[src/rtl/fifo_share_ctrl.sv]
// Round-robin two-producer write arbiter and wrap-bit pointer sequencer for one shared FIFO RAM.
// Grants are combinational, pop data is valid 1 cycle later, and full withholds both grants.
module fifo_share_ctrl #(
  parameter int SIZE  = 4,
  parameter int WIDTH = 8
) (
  input  logic             clk,
  input  logic             rst_n,
  input  logic             req0,
  input  logic [WIDTH-1:0] wdata0,
  input  logic             req1,
  input  logic [WIDTH-1:0] wdata1,
  output logic             gnt0,
  output logic             gnt1,
  input  logic             rd_en,
  output logic             mem_we,
  output logic [SIZE-2:0]  mem_waddr,
  output logic [WIDTH-1:0] mem_wdata,
  output logic [SIZE-2:0]  mem_raddr,
  output logic             rd_valid,
  output logic             full,
  output logic             empty,
  output logic [SIZE-1:0]  count,
  output logic             underflow
);

  logic [SIZE-1:0] w_ptr;
  logic [SIZE-1:0] r_ptr;
  logic            last_gnt;
  logic            pop;

  // Status depends only on registered pointers, never on same-cycle traffic.
  assign full  = (w_ptr[SIZE-1] != r_ptr[SIZE-1]) && (w_ptr[SIZE-2:0] == r_ptr[SIZE-2:0]);
  assign empty = (w_ptr == r_ptr);
  assign count = w_ptr - r_ptr;

  always_comb begin
    gnt0 = 1'b0;
    gnt1 = 1'b0;
    if (!full) begin
      if (req0 && req1) begin
        gnt0 = last_gnt;
        gnt1 = !last_gnt;
      end else begin
        gnt0 = req0;
        gnt1 = req1;
      end
    end
  end

  assign mem_we    = gnt0 | gnt1;
  assign mem_wdata = gnt1 ? wdata1 : wdata0;
  assign mem_waddr = w_ptr[SIZE-2:0];
  assign mem_raddr = r_ptr[SIZE-2:0];
  assign pop       = rd_en && !empty;

  always_ff @(posedge clk or negedge rst_n) begin
    if (!rst_n) begin
      w_ptr     <= '0;
      r_ptr     <= '0;
      last_gnt  <= 1'b1;
      rd_valid  <= 1'b0;
      underflow <= 1'b0;
    end else begin
      if (mem_we) begin
        w_ptr    <= w_ptr + SIZE'(1);
        last_gnt <= gnt1;
      end
      if (pop) begin
        r_ptr <= r_ptr + SIZE'(1);
      end
      rd_valid <= pop;
      if (rd_en && empty) begin
        underflow <= 1'b1;
      end
    end
  end

endmodule

[config.mk]
export PLATFORM = sky130hd
export DESIGN_NAME = fifo_share_ctrl
export DESIGN_NICKNAME = d
export VERILOG_FILES = /design/src/rtl/fifo_share_ctrl.sv
export SDC_FILE = /design/constraint.sdc
export NUM_CORES = 1
export LEC_CHECK = 0
export ABC_CLOCK_PERIOD_IN_PS = 2200
export BUFFER_PORTS_ARGS = -buffer_cell sky130_fd_sc_hd__buf_2
export CAP_MARGIN = 20
export CORE_MARGIN = 4
export CORE_UTILIZATION = 42
export CTS_BUF_LIST = sky130_fd_sc_hd__clkbuf_16
export CTS_CLUSTER_SIZE = 25
export DETAILED_ROUTE_END_ITERATION = 6
export GPL_TIMING_DRIVEN = 0
export PLACE_DENSITY = 0.87
export SETUP_SLACK_MARGIN = 0.4
export SLEW_MARGIN = 20
export SYNTH_ARGS = -nofsm -noshare
export SYNTH_HDL_FRONTEND = slang
export SYNTH_SLANG_ARGS = --single-unit
[constraint.sdc]
create_clock -name clk -period 2.2 [get_ports clk]
set_clock_uncertainty 0.05 [all_clocks]
set_input_delay 0.44 -clock clk [delete_from_list [all_inputs] [get_ports clk]]
set_output_delay 0.44 -clock clk [all_outputs]
set_load 0.005 [all_outputs]
==> impl_metrics.env <==
export IMPL_critPathCaptureType="primary output"
export IMPL_place_congestion=0.845
export IMPL_arrival_ps=1790
export IMPL_cts_clk_slew_worst_paths_ps=40
export IMPL_final_common_cell="sky130_fd_sc_hd__buf_2"
export IMPL_layout_nets=176
export IMPL_crit_path_required_time_ps=1710
export IMPL_design_core_area_um2=1750
export IMPL_worst_skew_pair_later_pin_latency_ps=240
export IMPL_peak_vdd_ir_v=0.00136
export IMPL_timing_final_ws_setup_ps=-78.7
export IMPL_synth_area_mux_share_pct=13.1
export IMPL_htree_levels=1
export IMPL_cts_root_buf="sky130_fd_sc_hd__clkbuf_16"
export IMPL_hpwl_mm=1.52
export IMPL_criticalPathCategory="reg2out"
export IMPL_timing_critical_path_slowest_cell_delay_ps=420
export IMPL_synth_fp_nets=102
export IMPL_cp_top_family="flip-flops"
export IMPL_min_tclk_post_route_ps=2280
export IMPL_synth_cell_type_count=22
export IMPL_route_vias_total=858
export IMPL_tritoncts_clock_tree="done"
export IMPL_grt_pass1_wl_mm=4.47
export IMPL_worstSetupStartpointType="flip-flop"
export IMPL_final_max_slew_violation_count=0
export IMPL_die_y_um=51.0
export IMPL_leakage_nw=0.802
export IMPL_placed_cells_incl_taps=145
export IMPL_drcViolationCount=0
export IMPL_cts_root_to_sink_buffers=2
export IMPL_post_synth_and_or_nand_nor_area_fraction_pct=9.35
export IMPL_tritoncts_num_sinks=11
export IMPL_fmaxAchievable_mhz=439
export IMPL_grt_start_max_net_pins=12
export IMPL_synth_adder_area_share_pct=10.6
export IMPL_wl_per_cell_um=20.4
export IMPL_detail_route_iter0_violations=25
export IMPL_multi_input_comb_area_um2=561
export IMPL_worstPathBufferInverterCount=1
export IMPL_max_slew_margin_rel_pct=77.7
export IMPL_dpl_cell_area_um2=1120
export IMPL_rsz0062_at_grt="yes"
export IMPL_global_route_usage_total_pct=23.7
export IMPL_register_area_um2=282
export IMPL_dieArea_um2=2600
export IMPL_finalWirelength_mm=3.52
export IMPL_timing_critical_path_slowest_stage_cell="sky130_fd_sc_hd__dfrtp_2"
export IMPL_critical_path_cell_chain="ha_4, nand3_4, nand2b_4, nand3_4, mux2_4, buf_6"
export IMPL_port_buffers=45
export IMPL_syn_inst=75
export IMPL_grt_remaining_overflow=0
export IMPL_hold_viol=0
export IMPL_layout_area_overhead_vs_synth_pct=98.9
export IMPL_setup_viol=9
export IMPL_most_frequent_cell_on_critical_path="sky130_fd_sc_hd__nand3_4"
export IMPL_yosysSeqAreaShare_pct=35.6
export IMPL_violations="negative setup slack"
export IMPL_status="finished with violations"
export IMPL_n_antenna_cell=0
export IMPL_grt_antenna_before_repair=0
export IMPL_rr_worst_depth=10
export IMPL_layout_cells_most_common_list="35 x sky130_fd_sc_hd__buf_2, 20 x sky130_fd_sc_hd__buf_6, 19 x sky130_fd_sc_hd__buf_4"
export IMPL_powerDensity_nw_per_um2=1970
export IMPL_placement_setup_worst_slack_ps=40.2
export IMPL_final_hold_worst_slack_ps=22.0
export IMPL_synth_cell_area_um2=776
export IMPL_via_count_of_the_first_global_routing_pass=866
export IMPL_final_layout_size_suffix_gt1_share_pct=75.7
export IMPL_drt_pass1_iterations=5
export IMPL_number_of_fillers_in_the_final_layout=77
export IMPL_rows=15
export IMPL_final_design_area_no_fill_um2=1540
export IMPL_worstSetupPathDepth=6
export IMPL_maximum_fanout_encountered_on_the_critical_timing_path=5
export IMPL_vias_per_inst=4.96
export IMPL_synth_avg_cell_area_um2=10.3
export IMPL_holdBufCountCts=0
export IMPL_ratio_of_final_minimum_period_to_clock_period_pct=104
export IMPL_final_instance_count_excl_fill=173
export IMPL_io_pin_count=46
export IMPL_timing_max_cap_violations=0
export IMPL_combinational_family_with_the_most_area_after_synthesis="multiplexers"
export IMPL_parity_gate_share_of_the_synthesized_area_counting_xor_and_xnor_cells_pct=11.1
export IMPL_synth_warning_count=0
export IMPL_hold_crit_class="in2async"
export IMPL_synth_compound_area_share_pct=8.55
export IMPL_route_antenna_remaining_nets=0
export IMPL_die_x_um=51.0
export IMPL_ys_ff_latch=11
export IMPL_worst_slew_pin_slew_ps=334
export IMPL_cts_inserted_buffers=3
export IMPL_floorplan_initialDensity_pct=44.4
timing repair:
| action | CTS | global route |
|---|---|---|
| setup endpoints to repair | 16 | 19 |
| pin swaps | 9 | 5 |
| gates resized for setup | 26 | 14 |
| gates cloned | 1 | 0 |
| buffers inserted | 17 | 6 |
sequential cells by signal (all words and copies together), names as in the netlist:
name,cells
r_ptr,4
w_ptr,4
underflow,1
rd_valid,1
last_gnt,1
synth_stat cells, drive strengths merged:
library cell	instances	area share, %
nand3	3	3.5
nand2	4	1.9
ha	5	8.1
o21ai	2	1.8
a41oi	1	2.1
xor2	3	4.4
nand2b	1	1.1
nand4	1	0.81
mux2	9	13
nor2	4	1.9
dfrtp	10	32
inv	12	5.8
xnor2	6	6.8
a21o	2	1.9
a21oi	3	1.9
dfstp	1	3.4
a31oi	1	0.81
fa	1	2.6
buf	6	5.8
metal layers:
layer / global-route usage (%) / vias up / wire (um)
met5: 0 / - / 0
met4: 9.42 / 0 / 110
met3: 1.75 / 10 / 166
met2: 43.1 / 50 / 1910
met1: 28.4 / 409 / 1340
li1: - / 389 / -
area by class of cell:
class / count / share of cell area (%)
sequential: 11 / 18.2
tap: 25 / 2.03
inverter: 12 / 3.08
clock buffer: 3 / 4.87
multi-input combinational: 47 / 36.3
buffer: 6 / 2.92
timing repair buffer: 68 / 32.3
clock inverter: 1 / 0.243
stage by stage:
step | total power, mW | util (%) | TNS (ps)
CTS | 2.56 | 82.8 | -238
global placement | 1.67 | 64.0 | 0
global route | 3.17 | 88.4 | -932
floorplan | 1.31 | - | 0
detailed placement | 1.73 | 64.0 | 0
finish | 3.04 | 88.4 | -463
final timing paths:
check,startpoint,to,slack [ps]
min in group clk,req0,last_gnt,340
hold reg to reg,underflow,underflow,430
setup reg to reg,r_ptr[2],w_ptr[2],370
hold / removal,rst_n,w_ptr[3],20
setup / recovery,r_ptr[0],mem_wdata[3],-80
max in group asynchronous,rst_n,last_gnt,1810
cells by family after synthesis:
logic type,count (synthesis)
AO/OA/AOI/OAI,9
XOR/XNOR,9
adder cells (fa/ha/maj),6
buffers and inverters,18
flip-flops,11
multiplexers,9
AND/OR/NAND/NOR,13
where the power goes:
part	switching (mW)	internal (mW)	total [mW]
combinational	1.01	1.25	2.27
sequential	0.113	0.321	0.434
clock	0.0972	0.239	0.337
Note: power is estimated with default switching activity, not from simulation.
